[src/rtl/ram_loader.sv]
// ram_loader: packs a little-endian byte stream into 32-bit words, writes them
// to consecutive RAM word addresses from BASE_ADDR, and optionally reads the
// region back to compare a mod-2^32 checksum.
module ram_loader #(
  parameter logic [31:0] BASE_ADDR = 32'h0000_0000,
  parameter int unsigned MAX_WORDS = 4096,
  parameter int unsigned VERIFY    = 1
) (
  input  logic        clk_i,
  input  logic        rst_i,
  input  logic        start_i,
  input  logic [15:0] word_cnt_i,
  input  logic        s_valid_i,
  input  logic [7:0]  s_data_i,
  output logic        s_ready_o,
  output logic        ram_wr_en_o,
  output logic [31:0] ram_wr_addr_o,
  output logic [31:0] ram_wr_data_o,
  output logic [31:0] ram_rd_addr_o,
  input  logic [31:0] ram_rd_data_i,
  output logic        busy_o,
  output logic        done_o,
  output logic        error_o,
  output logic [31:0] checksum_o
);

  localparam logic [2:0] ST_IDLE  = 3'd0;
  localparam logic [2:0] ST_LOAD  = 3'd1;
  localparam logic [2:0] ST_WRITE = 3'd2;
  localparam logic [2:0] ST_RD    = 3'd3;
  localparam logic [2:0] ST_DONE  = 3'd4;

  logic [2:0]  r_state;
  logic [15:0] r_cnt;
  logic [15:0] r_i;
  logic [15:0] r_j;
  logic [1:0]  r_b;
  logic [23:0] r_word;
  logic [31:0] r_sum;
  logic [31:0] r_rsum;
  logic        r_err;
  logic        r_ready;
  logic        r_busy;
  logic        r_done;
  logic        r_wr_en;
  logic [31:0] r_wr_addr;
  logic [31:0] r_wr_data;
  logic [31:0] r_rd_addr;

  logic [2:0]  w_next;
  logic        w_hs;
  logic        w_last_word;
  logic        w_oversize;
  logic [31:0] w_wr_addr;

  assign w_hs        = s_valid_i & r_ready;
  assign w_last_word = (r_i == (r_cnt - 16'd1));
  assign w_oversize  = ({16'd0, word_cnt_i} > MAX_WORDS);
  assign w_wr_addr   = BASE_ADDR + {14'd0, r_i, 2'b00};

  // Next-state decision for the load / write / read-back sequence.
  always_comb begin
    w_next = r_state;
    case (r_state)
      ST_IDLE: begin
        if (start_i) begin
          if (word_cnt_i == 16'd0 || w_oversize) w_next = ST_DONE;
          else                                   w_next = ST_LOAD;
        end
      end
      ST_LOAD: begin
        if (w_hs && r_b == 2'd3) w_next = ST_WRITE;
      end
      ST_WRITE: begin
        if (w_last_word) w_next = (VERIFY != 0) ? ST_RD : ST_DONE;
        else             w_next = ST_LOAD;
      end
      ST_RD: begin
        if (r_j == r_cnt) w_next = ST_DONE;
      end
      ST_DONE: w_next = ST_IDLE;
      default: w_next = ST_IDLE;
    endcase
  end

  // State, datapath and registered outputs; outputs track the state being entered.
  always_ff @(posedge clk_i) begin
    if (rst_i) begin
      r_state   <= ST_IDLE;
      r_cnt     <= '0;
      r_i       <= '0;
      r_j       <= '0;
      r_b       <= '0;
      r_word    <= '0;
      r_sum     <= '0;
      r_rsum    <= '0;
      r_err     <= 1'b0;
      r_ready   <= 1'b0;
      r_busy    <= 1'b0;
      r_done    <= 1'b0;
      r_wr_en   <= 1'b0;
      r_wr_addr <= '0;
      r_wr_data <= '0;
      r_rd_addr <= '0;
    end else begin
      r_state <= w_next;
      r_ready <= (w_next == ST_LOAD);
      r_busy  <= (w_next == ST_LOAD) || (w_next == ST_WRITE) || (w_next == ST_RD);
      r_done  <= (w_next == ST_DONE);
      r_wr_en <= (w_next == ST_WRITE);
      case (r_state)
        ST_IDLE: begin
          if (start_i) begin
            r_cnt <= word_cnt_i;
            r_err <= w_oversize;
            r_sum <= '0;
            r_i   <= '0;
            r_b   <= '0;
          end
        end
        ST_LOAD: begin
          if (w_hs) begin
            r_b <= r_b + 2'd1;
            case (r_b)
              2'd0: r_word[7:0]   <= s_data_i;
              2'd1: r_word[15:8]  <= s_data_i;
              2'd2: r_word[23:16] <= s_data_i;
              default: begin
                r_wr_addr <= w_wr_addr;
                r_wr_data <= {s_data_i, r_word};
              end
            endcase
          end
        end
        ST_WRITE: begin
          r_sum <= r_sum + r_wr_data;
          r_i   <= r_i + 16'd1;
          if (w_last_word && VERIFY != 0) begin
            r_rd_addr <= BASE_ADDR;
            r_j       <= '0;
            r_rsum    <= '0;
          end
        end
        ST_RD: begin
          // Cycle j issues address j (j < count) and accumulates data for address j-1.
          r_j <= r_j + 16'd1;
          if (r_j != 16'd0) r_rsum <= r_rsum + ram_rd_data_i;
          if ((r_j + 16'd1) < r_cnt) r_rd_addr <= r_rd_addr + 32'd4;
          if (r_j == r_cnt && (r_rsum + ram_rd_data_i) != r_sum) r_err <= 1'b1;
        end
        default: ;
      endcase
    end
  end

  assign s_ready_o     = r_ready;
  assign ram_wr_en_o   = r_wr_en;
  assign ram_wr_addr_o = r_wr_addr;
  assign ram_wr_data_o = r_wr_data;
  assign ram_rd_addr_o = r_rd_addr;
  assign busy_o        = r_busy;
  assign done_o        = r_done;
  assign error_o       = r_err;
  assign checksum_o    = r_sum;

endmodule
[config.mk]
export PLATFORM = sky130hd
export DESIGN_NAME = ram_loader
export DESIGN_NICKNAME = d
export VERILOG_FILES = /design/src/rtl/ram_loader.sv
export SDC_FILE = /design/constraint.sdc
export NUM_CORES = 1
export LEC_CHECK = 0
export ABC_AREA = 1
export CAP_MARGIN = 25
export CORE_MARGIN = 2
export CORE_UTILIZATION = 62
export CTS_CLUSTER_SIZE = 30
export DETAILED_ROUTE_END_ITERATION = 7
export PLACE_DENSITY = 0.89
export SYNTH_ARGS = -nofsm -noshare
export SYNTH_HDL_FRONTEND = slang
export SYNTH_SLANG_ARGS = --single-unit
[constraint.sdc]
create_clock -name clk_i -period 10.5 [get_ports clk_i]
set_input_delay 2.1 -clock clk_i [delete_from_list [all_inputs] [get_ports clk_i]]
set_output_delay 2.1 -clock clk_i [all_outputs]
set_load 0.01 [all_outputs]
Yosys cells after proc, flatten, opt, wreduce, memory -nomap -nowiden
Index checks and enable logic that the tools add are counted.

$add $sub $neg: 7. Magnitude comparators: 2. Equality and inequality tests: 19. Mux-type cells: 23. Bitwise logic cells: 2. Reduce and logical (&&, ||, !) cells: 25.

Operator list (count): 32-bit one-hot mux with 2 select lines (3); 32-bit two-way mux (4); 32-bit adder (2); 16-bit one-hot mux with 2 select lines (2); 16-bit by 1-bit adder with 16-bit output, second input constant (2); 32-bit by 3-bit adder with 32-bit output, second input constant (1); 16-bit == test (2); 16-bit two-way mux (2); 32-bit inequality test (1); 3-bit AND reduction (8); 16-bit by 13-bit > comparator with 1-bit output, second input constant (1); 16-bit zero test (1); 16-bit < comparator (1); 16-bit nonzero test (1); 16-bit by 1-bit subtractor with 16-bit output, second input constant (1); 3-bit by 2-bit == test with 1-bit output, second input constant (4); 3-bit two-way mux (4); 2-bit inequality test, second input constant (6); 3-bit one-hot mux with 4 select lines (1); 2-bit nonzero test (4); 3-bit by 1-bit == test with 1-bit output, second input constant (2); 2-bit two-way mux (3); 2-bit AND reduction (3); 2-bit == test, second input constant (2); other kinds (13) (17).

Register bits after elaboration: 226. Bits of input ports: 60. Output and inout bits: 133. Word-level logic and storage cells: 96.

Longest topological paths before layout
Gate-level depths: netlist of run 1.

Word-level depth: 8. Mapped depth: 23. Gate-level depth less buffers: 23.

Least setup slack after synthesis of run 1
No wires, ideal clock.

Path type: in2reg. Start point: input port ram_rd_data_i[0]. End point: register r_err, in the netlist error_o. Library setup time: 0.109 ns. Arrival time: 4.086 ns. Data required time: 10.391 ns. Slack: 6.306 ns. Cell stages on the path: 23. Path buffers: 0. Cells stage by stage: ha_1 > inv_1 > fa_1 > inv_1 > nand2_1 > nand2_1 > nand3_1 > nand2_1 > nand2_1 > nand2_1 > nand2_1 > nand2_1 > nand2_1 > nand3_1 > nand2_1 > nor2_1 > nand2_1 > nor2_1 > nand3_1 > nand2_1 > nand3_1 > nand2_1 > inv_1.

Longest elaborated chain between the ends: 5.

Ends and longest elaborated chain: from (decl) (line 20) `input logic [31:0] ram_rd_data_i,`; 32-bit adder (line 149) `if (r_j == r_cnt && (r_rsum + ram_rd_data_i) != r_sum) r_err <= 1'b1;`; 32-bit inequality test (line 149); 1-bit logical AND (line 149); 2-bit inequality test (no line); 3-bit AND reduction (no line); to (signal assigned) (line 115) `r_err <= w_oversize;`; to (decl) (line 41) `logic r_err;`.

Every way passes these cells. A chain may end at the register's enable or synchronous reset.

Worst setup path in the final report of run 1
Ends and elaborated chain as after synthesis.

==> results of run 1 <==
metal layers:
layer  part of all wire  up-vias  wire length, µm
met2               0.47      728            22750
met3              0.067      156             3222
met4              0.055        0             2617
li1                   -     8195                -
met1               0.40     7727            19380
met5                  0        -                0
report_power, final:
part | internal, mW | switching [mW] | leakage (nW)
clock network | 0.509 | 0.392 | 0.401
logic | 0.0690 | 0.114 | 5.72
registers | 0.856 | 0.00754 | 1.81
cells in the final DEF, fill, tap and decap left out, types with 26 or more instances in the layout:
cell type,Yosys,layout
nand2_1,560,560
nor2_1,330,329
inv_1,300,300
a21oi_1,224,224
dfxtp_1,224,224
nand3_1,189,188
clkdlybuf4s50_1,0,173
o21ai_0,142,142
ha_1,88,88
xor2_1,64,64
nor3_1,37,37
nand4_1,32,32
a21oi_2,29,29
clkbuf_16,0,26
worst register-to-register path: stages (launching register included):
cell	delay (ns)
dfxtp_1	0.47
ha_1	0.28
nand4_1	0.11
nor2_1	0.20
nand2_1	0.08
nor2_1	0.27
nand4_1	0.16
nor2_1	0.19
nand3_1	0.11
xor2_1	0.24
ha_1	0.29
nand2_1	0.06
nor2_1	0.04
a2111oi_0	0.23
o21ai_0	0.17
nand2_1	0.22
nand2_2	0.41
o21ai_1	0.31
nor2_1	0.06
cell usage after synthesis, types with 2 or more instances:
| master | number |
|---|---|
| a211oi_1 | 2 |
| a21boi_0 | 2 |
| a21oi_1 | 224 |
| a21oi_2 | 29 |
| a221oi_1 | 5 |
| a31oi_1 | 8 |
| and2_1 | 4 |
| buf_1 | 7 |
| buf_2 | 6 |
| buf_4 | 21 |
| buf_6 | 4 |
| clkbuf_1 | 54 |
| clkinv_1 | 4 |
| dfxtp_1 | 224 |
| fa_1 | 2 |
| ha_1 | 88 |
| inv_1 | 300 |
| inv_2 | 5 |
| nand2_1 | 560 |
| nand2_2 | 3 |
| nand3_1 | 189 |
| nand3b_1 | 7 |
| nand4_1 | 32 |
| nor2_1 | 330 |
| nor2_2 | 2 |
| nor3_1 | 37 |
| nor3b_1 | 7 |
| nor4_1 | 18 |
| o211ai_1 | 4 |
| o21a_1 | 3 |
| o21ai_0 | 142 |
| o21bai_1 | 5 |
| o31ai_1 | 2 |
| or2_2 | 8 |
| xnor2_1 | 16 |
| xnor3_1 | 3 |
| xor2_1 | 64 |
per-stage QoR:
stage               utilization  worst slack [ns]
floorplan                     -             6.306
global placement         0.7089             5.433
detailed placement       0.7100             5.319
CTS                      0.7445             5.791
global route             0.7464             5.559
finish                   0.7464             5.778
logic make-up (layout without fill, tap and decap cells):
family                     after synthesis  after routing  synth area share
DFF                                    224            224            0.2887
adders and majority gates               90             90           0.07345
xor gates and xnor gates                84             84           0.05098
and+or+nand+nor                       1204           1204            0.3280
other                                    1             18         0.0002414
buffers and inverters                  401            540            0.1044
AOI/OAI and AO/OA                      436            436            0.1543
state kept, by name, indices dropped and copies added (netlist names):
register and count:
checksum_o 32, r_rsum 32, ram_wr_data_o 32, ram_rd_addr_o 30
r_word 24, r_cnt 16, r_i 16, r_j 16
ram_wr_addr_o 16, r_state 3, r_b 2, busy_o 1
done_o 1, error_o 1, ram_wr_en_o 1, s_ready_o 1
final timing paths:
kind,from,to,slack (ns),cells past startpoint
max,ram_rd_data_i[0],error_o,5.78,24
min,r_word[9],r_word[9],0.48,2
max reg2reg,r_j[0],ram_rd_addr_o[3],6.48,18
min reg2reg,r_word[9],r_word[9],0.48,2
layout make-up:
class | instances | area share
Tap cell | 324 | 0.02220
Inverter | 309 | 0.06352
Multi-Input combinational cell | 1832 | 0.5203
Sequential cell | 224 | 0.2456
Clock buffer | 36 | 0.03933
Clock inverter | 11 | 0.006784
Timing Repair Buffer | 184 | 0.1022
==> impl_metrics.csv, run 1 <==
group,metric,value,unit
clock_network,clock_path_buffers,3,
grt,grt-busiest-layer,"met2",
floorplanning,rows,57,
yosys,syn_avg_cell_area,6.367,µm²
finish,seq_area,4484,µm²
critical_path,cp_slowest_stage_delay,0.46,ns
clock_network,postCtsSetupRepairBufs,0,
finish,stdcell_area,18260,µm²
yosys,synth_area,15530,µm²
clock_network,cts.clk_slew.worst_paths,0.06,ns
floorplanning,coreArea,24460,µm²
yosys,ys_seq_elements,224,
sta,whs,0.4795,ns
sta,rsz0062_at_grt,"false",
placed_design,portBuffers,174,
drt,first_pass_iters,6,
clock_network,cts_max_level,1,
sta,slew_viol_final,0,
finish,fin_nets,2727,
finish,nFillCells,2012,
drt,wl,47.98,mm
sta,fmax,0.2118,GHz
critical_path,crit_family,"simple AND/OR/NAND/NOR gates",
drt,wl_per_cell,16.43,µm
critical_path,end_kind,"flip-flop",
drt,via_count,16810,
placed_design,post-dp-hpwl,35.64,mm
clock_network,post_cts_resized,0,
sta,setup_viol,0,
yosys,synth_warnings,0,
finish,antennaDiodeCount,0,
clock_network,clock-sinks,224,
clock_network,cts_hold_buffers,0,
drt,viasPerCell,5.755,
floorplanning,start_util,0.6351,
grt,grtUsageMet2,0.6153,
critical_path,cp_num_buf_inv,4,
critical_path,crit_chain,"clkdlybuf4s50_1 -> ha_1 -> inv_1 -> fa_1 -> inv_1 -> nand2_1 -> nand2_1 -> nand3_1 -> nand2_1 -> nand2_1 -> nand2_1 -> nand2_1 -> nand2_1 -> nand2_1 -> nand2_1 -> nor2_1 -> nor2_1 -> nand3_1 -> nor2_1 -> nand3_1 -> nand2_1 -> nand3_1 -> nand2_1 -> inv_1",
placed_design,post-place-cells,2871,
critical_path,cp.arrival,5.18,ns
sta,fin_crit_sh,0.4497,
critical_path,cp_max_fo,4,
critical_path,crit_path_frequent_cell,"nand2_1",
yosys,yosys.area.top_type_share,0.2887,
yosys,synth_edf_count,0,
sta,hold_viol_final,0,
yosys,ys_async_sr_fraction,0,
clock_network,ctsRootBufferMaster,"clkbuf_16",
run,maxCapViolCount,0,
yosys,synth_cell_types,56,
sta,tightest_slew,1.039,ns
grt,grt_max_degree,77,
clock_network,cts_buffers,26,
finish,area_growth,17.53,%
placed_design,gp_congestion,0.9918,
yosys,synth_flop_cell,"dfxtp_1",
critical_path,critPathKind,"primary input to flip-flop",
finish,multi_input_comb_area,9500,µm²
grt,grt_usage,0.3546,
drt,drtAntennaViolNets,0,
placed_design,dpl-instance-area,17370,µm²
critical_path,start_kind,"primary input",
floorplanning,die_h,162.3,µm
sta,skew,0.02224,ns
yosys,synthTopCellsByArea,"dfxtp_1 (29%), nand2_1 (14%), nor2_1 (8.0%), inv_1 (7.2%), a21oi_1 (7.2%)",
sta,fin_crit,4.722,ns
grt,antenna_found_initial,0,
yosys,syn_inst,2440,
power_and_ir_drop,total_power,1.948,mW
sta,tns,0,ns
grt,use_met3,0.04137,
power_and_ir_drop,max-vdd-ir-drop,0.1391,mV
clock_network,cts_tree,"yes",
status,status,"finished clean",
power_and_ir_drop,cellPowerDensity,106.7,nW/µm²
yosys,synth_area_leader_cell,"dfxtp_1",
drt,drt_iter0_drc,1338,
hold_path,hp-class,"flip-flop to flip-flop",
critical_path,worstPathRequired,10.96,ns
floorplanning,fp.dieW,162.3,µm
power_and_ir_drop,p_leak,7.927,nW
clock_network,clk_latency,0.56,ns
critical_path,crit_slowest_cell,"clkdlybuf4s50_1",
floorplanning,dieArea,26340,µm²
yosys,yosysSeqAreaShare,0.2887,
grt,gr-usage-met1,0.4358,
finish,drive_gt1_frac,0.04237,
floorplanning,io_pins,193,
drt,drc,0,
finish,fin_cells,2920,
grt,grt_pass1_vias,15770,
sta,relSlewSlack,0.3060,
grt,grt_remaining_overflow,0,
grt,grt_pass1_wl,76.82,mm
No activity file was read; power rests on OpenSTA's default activity.
==> run 2: changes to the inputs <==
- CORE_UTILIZATION: 62 -> 52
- PLACE_DENSITY: 0.89 -> 0.79
- clock period: 10.5 -> 3.8 ns (I/O delays scaled with it)
==> run 2 against run 1 <==
Net effect: the flow now finishes with violations (DRC); total power rose to 2.7 times the previous value; setup slack got worse by 5.4 ns; core utilization fell by 13 points; combinational power rose to 2.8 times the previous value; sequential share of layout area fell by 0.13 points; clock skew fell by 0.0012 ns; global-route usage fell by 5.8 points; via count fell by 3.3%; non-clock buffer count rose by 6; cell count rose by 2.4%.
==> impl_metrics.csv, run 2 (synthesized netlist as in run 1, its figures left out) <==
group,metric,value,unit
floorplanning,io_pins,193,
clock_network,clock-sinks,224,
hold_path,hold_depth,2,
grt,grt_max_degree,71,
critical_path,reg2reg_depth,18,
floorplanning,rows,63,
power_and_ir_drop,p_leak,7.952,nW
critical_path,cp.arrival,3.93,ns
drt,drc,1,
drt,drtAntennaViolNets,0,
drt,wl,47.59,mm
power_and_ir_drop,switchingPower,1.372,mW
critical_path,cp_max_fo,29,
grt,grt_remaining_overflow,0,
status,status,"complete, but fails checks",
power_and_ir_drop,seqPwrFrac,0.449,
placed_design,post-place-cells,2945,
sta,fin_crit_sh,0.9127,
drt,via_count,16260,
sta,fmax,0.2883,GHz
sta,skew,0.02102,ns
critical_path,rr_endpoint,"ram_rd_addr_o[7]",
finish,layout.cells.most_common_list,"nand2_1 (559), nor2_1 (329), inv_1 (300), a21oi_1 (224), dfxtp_1 (223)",
clock_network,cts_tree,"yes",
finish,final_common_cell,"nand2_1",
grt,grt_usage,0.2969,
grt,antenna_found_initial,0,
critical_path,cp_slowest_stage_delay,0.44,ns
critical_path,crit_path_frequent_cell,"nor2_1",
hold_path,hp-class,"flip-flop to flip-flop",
finish,fin_nets,2734,
power_and_ir_drop,share_comb_of_total_power,0.095,
sta,tns,0,ns
grt,grt_pass1_vias,15140,
critical_path,crit_chain,"ha_1 -> nand4_1 -> nor2_1 -> nand2_1 -> nor2_1 -> nand4_1 -> nor2_1 -> nand3_1 -> xor2_2 -> ha_1 -> nand2_1 -> nor2_1 -> a2111oi_0 -> o21ai_0 -> nand2_2 -> buf_8 -> nand4_1 -> a21oi_1",
power_and_ir_drop,max-vdd-ir-drop,0.3116,mV
clock_network,cts.clk_slew.worst_paths,0.06,ns
finish,drive_gt1_frac,0.04617,
clock_network,cts_max_level,1,
clock_network,cts_buffers,27,
placed_design,portBuffers,174,
placed_design,post-dp-hpwl,36.75,mm
finish,area_growth,18.19,%
critical_path,crit_family,"simple AND/OR/NAND/NOR gates",
sta,whs,0.4770,ns
critical_path,r2r_setup_slack,0.33,ns
critical_path,critPathKind,"flip-flop to flip-flop",
grt,grt_pass1_wl,75.49,mm
drt,wl_per_cell,15.92,µm
critical_path,cp_num_buf_inv,1,
sta,tightest_slew,0.8603,ns
critical_path,crit_slowest_cell,"dfxtp_1",
critical_path,start_kind,"flip-flop",
floorplanning,start_util,0.5255,
run,maxCapViolCount,0,
sta,relSlewSlack,0.4265,
critical_path,worstReg2RegStart,"r_j[1]",
drt,first_pass_iters,8,
power_and_ir_drop,total_power,5.323,mW
power_and_ir_drop,p_int,3.952,mW
power_and_ir_drop,power.share.switching,0.2577,
floorplanning,dieArea,31270,µm²
clock_network,ctsRootBufferMaster,"clkbuf_16",
drt,viasPerCell,5.439,
sta,fin_crit,3.468,ns
finish,antennaDiodeCount,0,
hold_path,min-delay-start,"r_word[8]",
floorplanning,die_h,176.8,µm
floorplanning,coreArea,29560,µm²
sta,setup_viol,0,
floorplanning,fp.dieW,176.8,µm
finish,fin_cells,2989,
clock_network,cts_hold_buffers,0,
power_and_ir_drop,cellPowerDensity,289.9,nW/µm²
placed_design,gp_congestion,0.9371,
status,violations,"DRC",
power_and_ir_drop,p_clk_frac,0.457,
sta,slew_viol_final,0,
clock_network,postCtsSetupRepairBufs,0,
sta,hold_viol_final,0,
drt,drt_iter0_drc,1215,
critical_path,worstPathRequired,4.27,ns
hold_path,min_to,"r_word[8]",
critical_path,end_kind,"flip-flop",
clock_network,clock_path_buffers,3,
clock_network,clk_latency,0.56,ns
[run 2: power by group through the flow]
stage	combinational, mW	sequential, mW	clock [mW]
after floorplan	0.344	2.43	0
after global placement	0.490	2.44	0
after detailed placement	0.497	2.44	0
after CTS	0.501	2.39	2.48
after global routing	0.561	2.39	2.56
final	0.504	2.39	2.43
[run 2: timing repair]
item	4_1_cts	5_1_grt
setup endpoints to repair	0	30
endpoints found under the hold margin	0	0
gates resized for setup	0	7
[run 2: worst reg2reg max path, cell delays in order, from the launching register on]
cell and delay (ns):
dfxtp_1 0.44, ha_1 0.26, nand4_1 0.12, nor2_1 0.16
nand2_1 0.07, nor2_1 0.19, nand4_1 0.13, nor2_1 0.17
nand3_1 0.13, xor2_2 0.18, ha_1 0.29, nand2_1 0.06
nor2_1 0.04, a2111oi_0 0.24, o21ai_0 0.17, nand2_2 0.18
buf_8 0.24, nand4_1 0.12, a21oi_1 0.17
[run 2: how the worst max path moves through the flow]
stage	slack, ns	endpoint	depth (start not counted)	start
after floorplan	0.42	ram_rd_addr_o[17]	17	r_j[2]
after global placement	0.07	error_o	22	ram_rd_data_i[0]
final	0.33	ram_rd_addr_o[7]	18	r_j[1]
after detailed placement	0.08	error_o	22	ram_rd_data_i[0]
after global routing	-0.008	ram_rd_addr_o[11]	17	r_j[3]
after CTS	0.25	ram_rd_addr_o[3]	18	r_j[1]
[run 2: layer usage]
metal,vias up,global-route usage,part of all wire
li1,8215,-,-
met1,7463,0.3639,0.43
met2,485,0.5324,0.49
met3,94,0.03243,0.049
met4,0,0.1140,0.035
met5,-,0,0
[run 2: final cells by class]
class	instances	area [µm²]
inverter	309	1160
clock inverter	9	68.82
fill	2893	11200
sequential	224	4486
timing repair buffer	190	1879
tap	390	488.0
multi-input combinational	1832	9524
clock buffer	35	755.7
[run 2: metrics by stage]
| stage | utilization | setup slack (ns) | cell area (µm²) |
|---|---|---|---|
| 3_3_place_gp | 0.5915 | 0.07282 | 17480 |
| 3_5_place_dp | 0.5922 | 0.07921 | 17500 |
| 6_report | 0.6212 | 0.3317 | 18360 |
| 2_1_floorplan | - | 0.4217 | 15600 |
| 4_1_cts | 0.6201 | 0.2506 | 18330 |
| 5_1_grt | 0.6212 | -0.007829 | 18360 |
